===== src/rtl/router_pkt_ctrl.sv =====
// router_pkt_ctrl: packet-sequencing Moore FSM for the 1x3 router input path.
// Define ROUTER_CTRL_TIMEOUT_EN to build the WTE/FFS stall timeout.
module router_pkt_ctrl #(
    parameter int TIMEOUT_CYCLES = 30
) (
    input  logic       clock,
    input  logic       reset,
    input  logic       packet_valid,
    input  logic [1:0] data_in,
    input  logic       fifo_full,
    input  logic       fifo_empty_0,
    input  logic       fifo_empty_1,
    input  logic       fifo_empty_2,
    input  logic       soft_reset_0,
    input  logic       soft_reset_1,
    input  logic       soft_reset_2,
    input  logic       parity_done,
    input  logic       low_packet_valid,
    output logic       detect_add,
    output logic       lfd_state,
    output logic       ld_state,
    output logic       laf_state,
    output logic       full_state,
    output logic       write_enb_reg,
    output logic       rst_int_reg,
    output logic       busy,
    output logic       timeout_abort,
    output logic [1:0] timeout_dest
);

    typedef enum logic [2:0] {
        DA  = 3'd0,
        WTE = 3'd1,
        LFD = 3'd2,
        LD  = 3'd3,
        FFS = 3'd4,
        LAF = 3'd5,
        LP  = 3'd6,
        CPE = 3'd7
    } state_t;

    state_t     state;
    state_t     next_state;
    logic [1:0] addr;
    logic [2:0] empty_vec;
    logic [2:0] soft_vec;
    logic       header_ok;
    logic       soft_hit;
    logic       stall_expired;

    if (TIMEOUT_CYCLES < 2 || TIMEOUT_CYCLES > 255) begin : g_bad_timeout
        $error("TIMEOUT_CYCLES must be within 2..255");
    end

    assign empty_vec = {fifo_empty_2, fifo_empty_1, fifo_empty_0};
    assign soft_vec  = {soft_reset_2, soft_reset_1, soft_reset_0};
    assign header_ok = packet_valid && (data_in != 2'd3);
    // Soft reset is only meaningful once a destination has been latched.
    assign soft_hit  = (state != DA) && soft_vec[addr];

`ifdef ROUTER_CTRL_TIMEOUT_EN
    localparam logic [7:0] STALL_LAST = 8'(TIMEOUT_CYCLES - 1);

    logic [7:0] stall_cnt;
    logic       stall_hold;
    logic       abort_next;

    always_comb begin
        stall_hold    = ((state == WTE) && !empty_vec[addr]) ||
                        ((state == FFS) && fifo_full);
        stall_expired = stall_hold && (stall_cnt == STALL_LAST);
        abort_next    = stall_expired && !soft_hit;
    end

    // Counts cycles already spent in the current stall; zero on stall entry.
    always_ff @(posedge clock) begin
        if (reset) begin
            stall_cnt <= '0;
        end else if (stall_hold && !stall_expired && !soft_hit) begin
            stall_cnt <= stall_cnt + 8'd1;
        end else begin
            stall_cnt <= '0;
        end
    end

    always_ff @(posedge clock) begin
        if (reset) begin
            timeout_abort <= 1'b0;
            timeout_dest  <= 2'd0;
        end else begin
            timeout_abort <= abort_next;
            if (abort_next) begin
                timeout_dest <= addr;
            end
        end
    end
`else
    assign stall_expired = 1'b0;
    assign timeout_abort = 1'b0;
    assign timeout_dest  = 2'd0;
`endif

    always_ff @(posedge clock) begin
        if (reset) begin
            state <= DA;
            addr  <= 2'd0;
        end else begin
            state <= next_state;
            if ((state == DA) && header_ok) begin
                addr <= data_in;
            end
        end
    end

    always_comb begin
        next_state = state;
        case (state)
            DA:  if (header_ok) next_state = empty_vec[data_in] ? LFD : WTE;
            WTE: if (empty_vec[addr]) next_state = LFD;
            LFD: next_state = LD;
            LD: begin
                if (fifo_full)          next_state = FFS;
                else if (!packet_valid) next_state = LP;
            end
            FFS: if (!fifo_full) next_state = LAF;
            LAF: begin
                if (parity_done)           next_state = DA;
                else if (low_packet_valid) next_state = LP;
                else                       next_state = LD;
            end
            LP:  next_state = CPE;
            CPE: next_state = fifo_full ? FFS : DA;
            default: next_state = DA;
        endcase
        if (stall_expired) next_state = DA;
        if (soft_hit)      next_state = DA;
    end

    // busy is the source hold-off: while high the source keeps presenting its byte.
    always_comb begin
        detect_add    = 1'b0;
        lfd_state     = 1'b0;
        ld_state      = 1'b0;
        laf_state     = 1'b0;
        full_state    = 1'b0;
        write_enb_reg = 1'b0;
        rst_int_reg   = 1'b0;
        busy          = 1'b0;
        case (state)
            DA:  detect_add = 1'b1;
            WTE: busy = 1'b1;
            LFD: begin
                lfd_state     = 1'b1;
                write_enb_reg = 1'b1;
                busy          = 1'b1;
            end
            LD: begin
                ld_state      = 1'b1;
                write_enb_reg = 1'b1;
            end
            FFS: begin
                full_state = 1'b1;
                busy       = 1'b1;
            end
            LAF: begin
                laf_state     = 1'b1;
                write_enb_reg = 1'b1;
                busy          = 1'b1;
            end
            LP: begin
                write_enb_reg = 1'b1;
                busy          = 1'b1;
            end
            CPE: begin
                rst_int_reg = 1'b1;
                busy        = 1'b1;
            end
            default: detect_add = 1'b1;
        endcase
    end

endmodule


===== config.mk =====
export PLATFORM = sky130hd
export DESIGN_NAME = router_pkt_ctrl
export DESIGN_NICKNAME = d
export VERILOG_FILES = /design/src/rtl/router_pkt_ctrl.sv
export SDC_FILE = /design/constraint.sdc
export NUM_CORES = 1
export LEC_CHECK = 0
export BUFFER_PORTS_ARGS = -buffer_cell sky130_fd_sc_hd__buf_2
export CAP_MARGIN = 10
export CORE_AREA = 2 2 39 41
export DETAILED_ROUTE_END_ITERATION = 8
export DIE_AREA = 0 0 41 43
export GPL_TIMING_DRIVEN = 0
export PLACE_DENSITY = 0.74
export SLEW_MARGIN = 20
export SYNTH_ARGS = -nofsm -noshare
export SYNTH_HDL_FRONTEND = slang
export SYNTH_SLANG_ARGS = --single-unit
export TNS_END_PERCENT = 5

===== constraint.sdc =====
create_clock -name clock -period 1.8 [get_ports clock]
set_input_delay 0.09 -clock clock [delete_from_list [all_inputs] [get_ports clock]]
set_output_delay 0.09 -clock clock [all_outputs]
set_load 0.01 [all_outputs]

==> results_dict.tcl, run 1 <==
set metrics [dict create \
    outcome "finished clean" \
    nNetsFinal 112 \
    synth-seq-area-share_pct 19.6 \
    areaGrowthSynthToFinish_pct 31.1 \
    drt-initial-drc-count 7 \
    rsz0062_at_grt "no" \
    vias_per_cell 5.02 \
    whs_ns 0.0416 \
    r2r_start "state[1]" \
    cts_root_buf "clkbuf_4" \
    p_leak_nw 0.353 \
    crit_fanout 10 \
    r2r-end "state[1]" \
    yosys_warnings 0 \
    synth_flop_cell "dfxtp_1" \
    cts_made_buffers 3 \
    htreeDepth 1 \
    min_path_type "in2reg" \
    cts_max_path_buffers 2 \
    antenna_found_initial 0 \
    cts.sinks 5 \
    syn_avg_cell_area_um2 7.29 \
    ant_nets 0 \
    rows 14 \
    finClkSkew_ns 0.00278 \
    max_freq_ghz 0.685 \
    synthArstFlopShare_pct 0 \
    crit_arrival_ns 1.61 \
    power_density_nw_per_um2 1440 \
    holdPathEnd "addr[0]" \
    core_area_um2 1380 \
    vdd_drop_max_mv 0.552 \
    drv_cap 0 \
    start_util_pct 36.9 \
    dieArea_um2 1760 \
    dr_total_vias 567 \
    totalWireLength_um 1180 \
    finalSetupViolCount 0 \
    grt_util_all_layers_pct 15.4 \
    ctsResizeCount 0 \
    hold_viol 0 \
    clkTransAtPathRegs_ns 0.04 \
    grt_max_degree 11 \
    grt_pass1_vias 500 \
    cts_tree "yes" \
    syn-cell-area_um2 510 \
    dr.pass1.iters 4 \
    cpPeakStageDelay_ns 0.34 \
    cp_cell_sequence "buf_4 > nor3b_1 > o211ai_1 > o221ai_2 > a21oi_2 > a311oi_2" \
    synth_cells 70 \
    r2r_cells 6 \
    ys_types 33 \
    post-route-period-util_pct 81.1 \
    wire_per_inst_um 10.4 \
    post-dp-hpwl_um 961 \
    num_io_pins 25 \
    synth_seq_cells 5 \
    drive_gt1_share_pct 40.2 \
    gp_congestion 0.784 \
    startpoint "state[1]" \
    layout_min_cycle_time_ns 1.46 \
    slew_viol_final 0 \
    drc_errors 0 \
    die_y_um 43 \
    whs_path_depth 2 \
    die-width_um 41 \
    crit_type "reg2reg" \
    io_buffers 21 \
    grt_pass1_wl_um 1840 \
    grt-ovfl-total 0 \
    tns_ns 0 \
    synth-edff-count 0 \
    clock_latency_ns 0.24 \
    rrSetupSlack_ns 0.34 \
    hold_path.startpoint "reset" \
    crit_path_start_kind "flip-flop" \
    end_kind "flip-flop" \
    ctsHoldBuffers 0 \
    post_cts_buffers 0 \
    crit_required_ns 1.95 \
    antenna_cells 0 \
    cpMaxStageDelayCell "dfxtp_1" \
]
## kinds of logic (layout without fill, tap and decap cells)
group                  count (synthesis)  in the layout  synth area share [%]
AND/OR/NAND/NOR                       28             28                  29.9
AO/OA/AOI/OAI                         19             19                  27.2
buffers and inverters                 13             38                  14.7
flip-flops                             5              5                  19.6
multiplexers                           3              3                  6.13
other                                  1              3                 0.735
XOR/XNOR                               1              1                  1.72
## metrics by stage
| step | area, um^2 | worst slack (ns) | instances | util (%) | total power [W] |
|---|---|---|---|---|---|
| 2_1_floorplan | 518 | 0.470 | 72 | - | 0.000672 |
| 6_report | 669 | 0.340 | 113 | 48.4 | 0.000965 |
| 5_1_grt | 669 | 0.225 | 113 | 48.4 | 0.00105 |
| 3_5_place_dp | 643 | 0.352 | 109 | 46.5 | 0.000839 |
| 3_3_place_gp | 643 | 0.397 | 109 | 46.5 | 0.000827 |
| 4_1_cts | 669 | 0.331 | 113 | 48.4 | 0.000974 |
## synth_stat cells (2+ instances only)
library cell | count | share of area, %
a21oi_1 | 5 | 4.9
buf_4 | 5 | 7.4
dfxtp_1 | 5 | 20
inv_1 | 7 | 5.1
mux2i_1 | 2 | 3.9
nand2_1 | 4 | 2.9
nor2_1 | 10 | 7.4
nor3_1 | 3 | 2.9
o211a_1 | 2 | 3.9
o21ai_0 | 3 | 2.9
o22ai_1 | 2 | 2.5
## layout by cell type, fill, tap and decap left out, types with 2 or more instances in the layout
cell,count
a21oi_1,5
buf_2,21
buf_4,5
clkbuf_4,3
conb_1,3
dfxtp_1,5
inv_1,7
mux2i_1,2
nand2_1,4
nor2_1,10
nor3_1,3
o211a_1,2
o21ai_0,3
o22ai_1,2
## power breakdown
| part | internal [W] | total (W) | switching [W] |
|---|---|---|---|
| registers | 0.000151 | 0.000185 | 0.0000343 |
| clock network | 0.0000837 | 0.000129 | 0.0000448 |
| logic | 0.000289 | 0.000651 | 0.000362 |
## area by class of cell
type	instances	area [um^2]
timing repair buffer	21	105
multi-input combinational	54	343
buffer	6	48.8
inverter	7	26.3
fill	152	714
clock buffer	4	26.3
sequential	5	100
tap	16	20.0
## worst max-delay path: cells and delay by family, from the launching register on
family	cells	cell delay, ns
AO/OA/AOI/OAI	4	0.62
flip-flops	1	0.34
buffers and inverters	1	0.19
AND/OR/NAND/NOR	1	0.22
## metal layers
layer / GRT usage, % / routed length (um) / vias to the layer above
li1: - / - / 295
met1: 19.0 / 542 / 254
met2: 23.8 / 564 / 18
met3: 6.28 / 74 / 0
met4: 4.00 / 0 / 0
met5: 0 / 0 / -
## registers in the layout, indices dropped and copies added, names as in the netlist
signal	flops
state	3
addr	2
## worst max-delay path by stage
stage               slack [ns]  cells past startpoint  endpoint
floorplan                 0.47                      6  state[1]
global placement          0.40                      6  state[1]
detailed placement        0.35                      6  state[1]
CTS                       0.33                      6  state[1]
global route              0.23                      6  state[1]
finish                    0.34                      6  state[1]
No activity file was read; power rests on OpenSTA's default activity.
==> run 2, diff against run 1 <==
CORE_AREA = unset   (was 2 2 39 41)
CORE_MARGIN = 2   (was unset)
CORE_UTILIZATION = 39   (was unset)
DIE_AREA = unset   (was 0 0 41 43)
PLACE_DENSITY = 0.77   (was 0.74)
clock period = 1.2 ns   (was 1.8 ns; I/O delays follow)
==> results_dict.tcl, run 2 (same netlist as run 1, synthesis figures left out) <==
set metrics [dict create \
    dpl.cell_count 108 \
    post-route-period-util_pct 112 \
    core_area_um2 1270 \
    rrSetupSlack_ns -0.14 \
    layout_min_cycle_time_ns 1.34 \
    finalSetupViolCount 7 \
    reg.largest.list "state (3), addr (2)" \
    grt-ovfl-total 0 \
    cts_made_buffers 3 \
    power.share.switching_pct 45.1 \
    grt_pass1_wl_um 1810 \
    critPathTopFamily "compound AO/OA/AOI/OAI gates" \
    finClkSkew_ns 0.00102 \
    cpPeakStageDelay_ns 0.36 \
    grt_util_all_layers_pct 16.4 \
    hold_viol 0 \
    grt_max_degree 11 \
    p_int_w 0.000907 \
    power_density_nw_per_um2 2220 \
    clkTransAtPathRegs_ns 0.04 \
    num_io_pins 25 \
    die_y_um 40.2 \
    cp_cell_sequence "mux2_4 > nand2_1 > o211a_1 > a32oi_2 > a311oi_2" \
    r2r_cells 5 \
    grt_pass1_vias 465 \
    clock_latency_ns 0.23 \
    gp_congestion 0.854 \
    nFillCells 119 \
    fin_util_pct 58.6 \
    post-dp-hpwl_um 945 \
    cp_num_buf_inv 0 \
    end_kind "flip-flop" \
    vdd_drop_max_mv 1.13 \
    ant_nets 0 \
    slew_viol_final 0 \
    drv_cap 0 \
    cts.sinks 5 \
    crit_path_start_kind "flip-flop" \
    ctsHoldBuffers 0 \
    top_register "state" \
    place_area_um2 654 \
    total_power_w 0.00165 \
    p_leak_nw 0.382 \
    dr.pass1.iters 4 \
    crit_type "reg2reg" \
    whs_path_depth 2 \
    areaGrowthSynthToFinish_pct 45.6 \
    dieArea_um2 1610 \
    htreeDepth 1 \
    drive_gt1_share_pct 52.0 \
    violations "negative setup slack" \
    cpMaxStageDelayCell "dfxtp_4" \
    p_comb_share_pct 70.0 \
    clkPwrFrac_pct 11.4 \
    die-width_um 40.2 \
    max_freq_ghz 0.746 \
    ff_latch_area_um2 108 \
    dr_total_vias 595 \
    final_cell_area_um2 743 \
    fin_cells 115 \
    layout_common_cells "buf_2, nor2_1, inv_1, buf_4, a21oi_1" \
    mostFrequentLayoutCell "buf_2" \
    p_switching_w 0.000744 \
    wire_per_inst_um 11.0 \
    multi_input_area_um2 380 \
    rows 13 \
    drt-initial-drc-count 7 \
    antenna_cells 0 \
    cts_root_buf "clkbuf_4" \
    rsz0062_at_grt "yes" \
    largest_reg_flops 3 \
    crit_required_ns 1.34 \
    cts_max_path_buffers 2 \
    antenna_found_initial 0 \
    nNetsFinal 115 \
    io_buffers 21 \
    drc_errors 0 \
    crit_fanout 5 \
    vias_per_cell 5.17 \
    start_util_pct 40.2 \
    pwr-share-seq_pct 18.6 \
    crit_arrival_ns 1.48 \
    path_depth 5 \
    min_path_type "in2reg" \
    outcome "finished, violations left" \
    setup_slack_ns -0.140 \
    cts_tree "yes" \
    totalWireLength_um 1260 \
]
[run 2: changes by cell type in the layout (fill, tap and decap cells not counted), sizes merged]
cell,previous run,this run
buf,27,30
[run 2: power groups by stage]
stage / Combinational (W) / Clock [W] / Sequential [W]
2_1_floorplan: 0.000768 / 0 / 0.000282
3_3_place_gp: 0.000993 / 0 / 0.000293
3_5_place_dp: 0.00101 / 0 / 0.000296
4_1_cts: 0.00112 / 0.000195 / 0.000301
5_1_grt: 0.00127 / 0.000209 / 0.000316
6_report: 0.00116 / 0.000188 / 0.000307
[run 2: path summary, 6_finish.rpt]
check / start / end
worst max-delay path: addr[1] / state[1]
worst min-delay path: reset / addr[1]
worst max register to register: addr[1] / state[1]
worst min register to register: addr[1] / addr[1]
[run 2: layout make-up]
cell class                 count  area share, %
multi-input combinational     54           51.2
timing repair buffer          24           17.2
sequential                     5           14.5
buffer                         6           7.58
clock buffer                   4           3.54
inverter                       7           3.54
tap                           15           2.53
[run 2: per-layer routing]
metal,track usage (%),wire length [um]
met5,0,0
met4,0,0
met3,5.00,75
met2,29.8,626
met1,20.0,560
[run 2: what timing repair did]
| action | in CTS | in global routing |
|---|---|---|
| pin swaps | 5 | 2 |
| gates resized for setup | 10 | 6 |
| setup buffers | 3 | 0 |
| setup endpoints to repair | 5 | 11 |
[run 2: per-stage QoR]
stage | hold slack, ns | worst slack, ns | setup TNS (ns)
floorplan | 0.132 | -0.0672 | -0.118
global placement | 0.251 | -0.150 | -0.380
detailed placement | 0.265 | -0.159 | -0.440
CTS | 0.0155 | -0.138 | -0.656
global route | 0.0270 | -0.192 | -1.27
finish | 0.0248 | -0.140 | -0.562
==> run 3, diff against run 2 <==
ABC_AREA = 1   (was unset)
CORE_UTILIZATION = 40   (was 39)
==> results_dict.tcl, run 3 <==
set metrics [dict create \
    yosysMostFrequentCell "nand2_1" \
    yosys-top-cells-count "nand2_1, inv_1, nand3_1" \
    start_util_pct 42.9 \
    synth_seq_cells 5 \
    nFillCells 143 \
    cp_num_buf_inv 2 \
    hold_path.startpoint "reset" \
    synthTopCellsByArea "dfxtp_1, nand2_1, nand3_1" \
    synth_flop_cell "dfxtp_1" \
    drv_cap 0 \
    clkTransAtPathRegs_ns 0.04 \
    mostFrequentLayoutCell "nand2_1" \
    finalSetupViolCount 0 \
    r2r-end "state[1]" \
    p_leak_nw 0.421 \
    synth-edff-count 0 \
    power_density_nw_per_um2 1910 \
    total_power_w 0.00142 \
    rows 13 \
    cts_tree "yes" \
    synth-seq-area-share_pct 17.9 \
    clock_latency_ns 0.24 \
    cts_root_buf "clkbuf_4" \
    dieArea_um2 1710 \
    whs_path_depth 4 \
    vdd_drop_max_mv 0.977 \
    layout_common_cells "nand2_1, buf_2, inv_1, nand3_1, nor2_1" \
    ctsHoldBuffers 0 \
    nNetsFinal 143 \
    crit_required_ns 1.14 \
    finClkSkew_ns 0.00248 \
    die_y_um 41.4 \
    dr.pass1.iters 4 \
    reg.largest.list "state (3), addr (2)" \
    vias_per_cell 4.78 \
    num_io_pins 25 \
    cts_max_path_buffers 2 \
    yosys_warnings 0 \
    grt_max_degree 9 \
    drive_gt1_share_pct 36.7 \
    dr_total_vias 683 \
    synth_top_cell_area_share_pct 17.9 \
    grt-ovfl-total 0 \
    place_area_um2 689 \
    drt-initial-drc-count 4 \
    end_kind "output pin" \
    totalWireLength_um 1290 \
    rsz0062_at_grt "yes" \
    ys_types 18 \
    critPathTopFamily "flip-flops" \
    slew_viol_final 0 \
    grt_pass1_wl_um 1970 \
    largest_reg_flops 3 \
    die-width_um 41.4 \
    path_depth 5 \
    antenna_found_initial 0 \
    crit_fanout 6 \
    cpPeakStageDelay_ns 0.39 \
    top_register "state" \
    grt_util_all_layers_pct 17.5 \
    areaGrowthSynthToFinish_pct 33.4 \
    grt_pass1_vias 544 \
    cts_made_buffers 3 \
    drc_errors 0 \
    outcome "finished clean" \
    crit_path_start_kind "flip-flop" \
    gp_congestion 0.807 \
    post-route-period-util_pct 97.5 \
    core_area_um2 1300 \
    rrSetupSlack_ns 0.05 \
    wire_per_inst_um 9.03 \
    yosys.area.top_type "dfxtp_1" \
    max_freq_ghz 0.855 \
    htreeDepth 1 \
    post-dp-hpwl_um 1050 \
    io_buffers 21 \
    final_cell_area_um2 744 \
    syn-cell-area_um2 558 \
    syn_avg_cell_area_um2 5.53 \
    holdPathEnd "addr[0]" \
    synthArstFlopShare_pct 0 \
    antenna_cells 0 \
    crit_type "reg2out" \
    synth_cells 101 \
    crit_arrival_ns 1.11 \
    cp_cell_sequence "nand2_4 > nor2_4 > inv_2 > o211ai_1 > buf_2" \
    r2r_cells 8 \
    r2r_start "state[2]" \
    cts.sinks 5 \
    cpMaxStageDelayCell "dfxtp_4" \
    min_path_type "in2reg" \
    layout_min_cycle_time_ns 1.17 \
    hold_viol 0 \
    fin_util_pct 57.2 \
    ant_nets 0 \
]
run 3: changes by cell type after synthesis, moves of 3 or more:
cell,delta
a21oi_1,-3
inv_1,+9
nand2_1,+21
nand3_1,+15
nor2_1,+3
nor2_2,+3
run 3: stage by stage:
step	std cells	hold slack, ns	worst slack, ns	TNS (ns)
after floorplan	103	0.200	0.0639	0
after global placement	139	0.349	-0.0307	-0.0307
after detailed placement	139	0.359	-0.0408	-0.0408
after CTS	143	0.103	0.00518	0
after global routing	143	0.124	-0.0361	-0.0972
final	143	0.118	0.0297	0
run 3: timing repair:
action | 4_1_cts | 5_1_grt
gates resized for setup | 6 | 6
setup endpoints to repair | 6 | 7
setup buffers | 0 | 0
pin swaps | 0 | 1
run 3: how the worst max path moves through the flow:
stage / startpoint / end / slack, ns
6_report: state[1] / write_enb_reg / 0.03
5_1_grt: state[0] / write_enb_reg / -0.04
4_1_cts: state[2] / write_enb_reg / 0.005
3_5_place_dp: state[0] / state[1] / -0.04
3_3_place_gp: state[0] / state[1] / -0.03
2_1_floorplan: state[2] / state[1] / 0.06
run 3: cell type report:
type	count	area (um^2)	share of cell area (%)
sequential	5	109	14.6
timing repair buffer	21	105	14.1
multi-input combinational	77	387	51.9
inverter	17	68.8	9.24
tap	15	18.8	2.52
buffer	4	30.0	4.03
clock buffer	4	26.3	3.53
run 3: cell families after synthesis:
logic type             Yosys count  synth area share [%]
buffers and inverters           21                  16.8
and+or+nand+nor                 64                  53.8
DFF                              5                  17.9
other                            1                 0.672
AOI/OAI and AO/OA               10                  10.8
run 3: per-layer routing:
metal	vias to the layer above	share of wire (%)	GRT usage [%]
li1	364	-	-
met1	292	44	17.9
met2	27	48	34.0
met3	0	8.0	6.38
met4	0	0	2.42
met5	-	0	0
run 3: where the power goes:
group	internal (W)	total [W]	leakage, nW	switching (W)
logic	0.000343	0.000879	0.363	0.000536
registers	0.000243	0.000350	0.0428	0.000107
clock network	0.000125	0.000190	0.0150	0.0000645
run 3: worst reg2reg max path, cell delays in order (launching register included):
cell and delay, ns:
dfxtp_1 0.30, buf_4 0.18, inv_6 0.07, nand3_1 0.10
nand3_1 0.10, nor2_2 0.15, nand2_1 0.07, nand2_1 0.06
inv_1 0.03
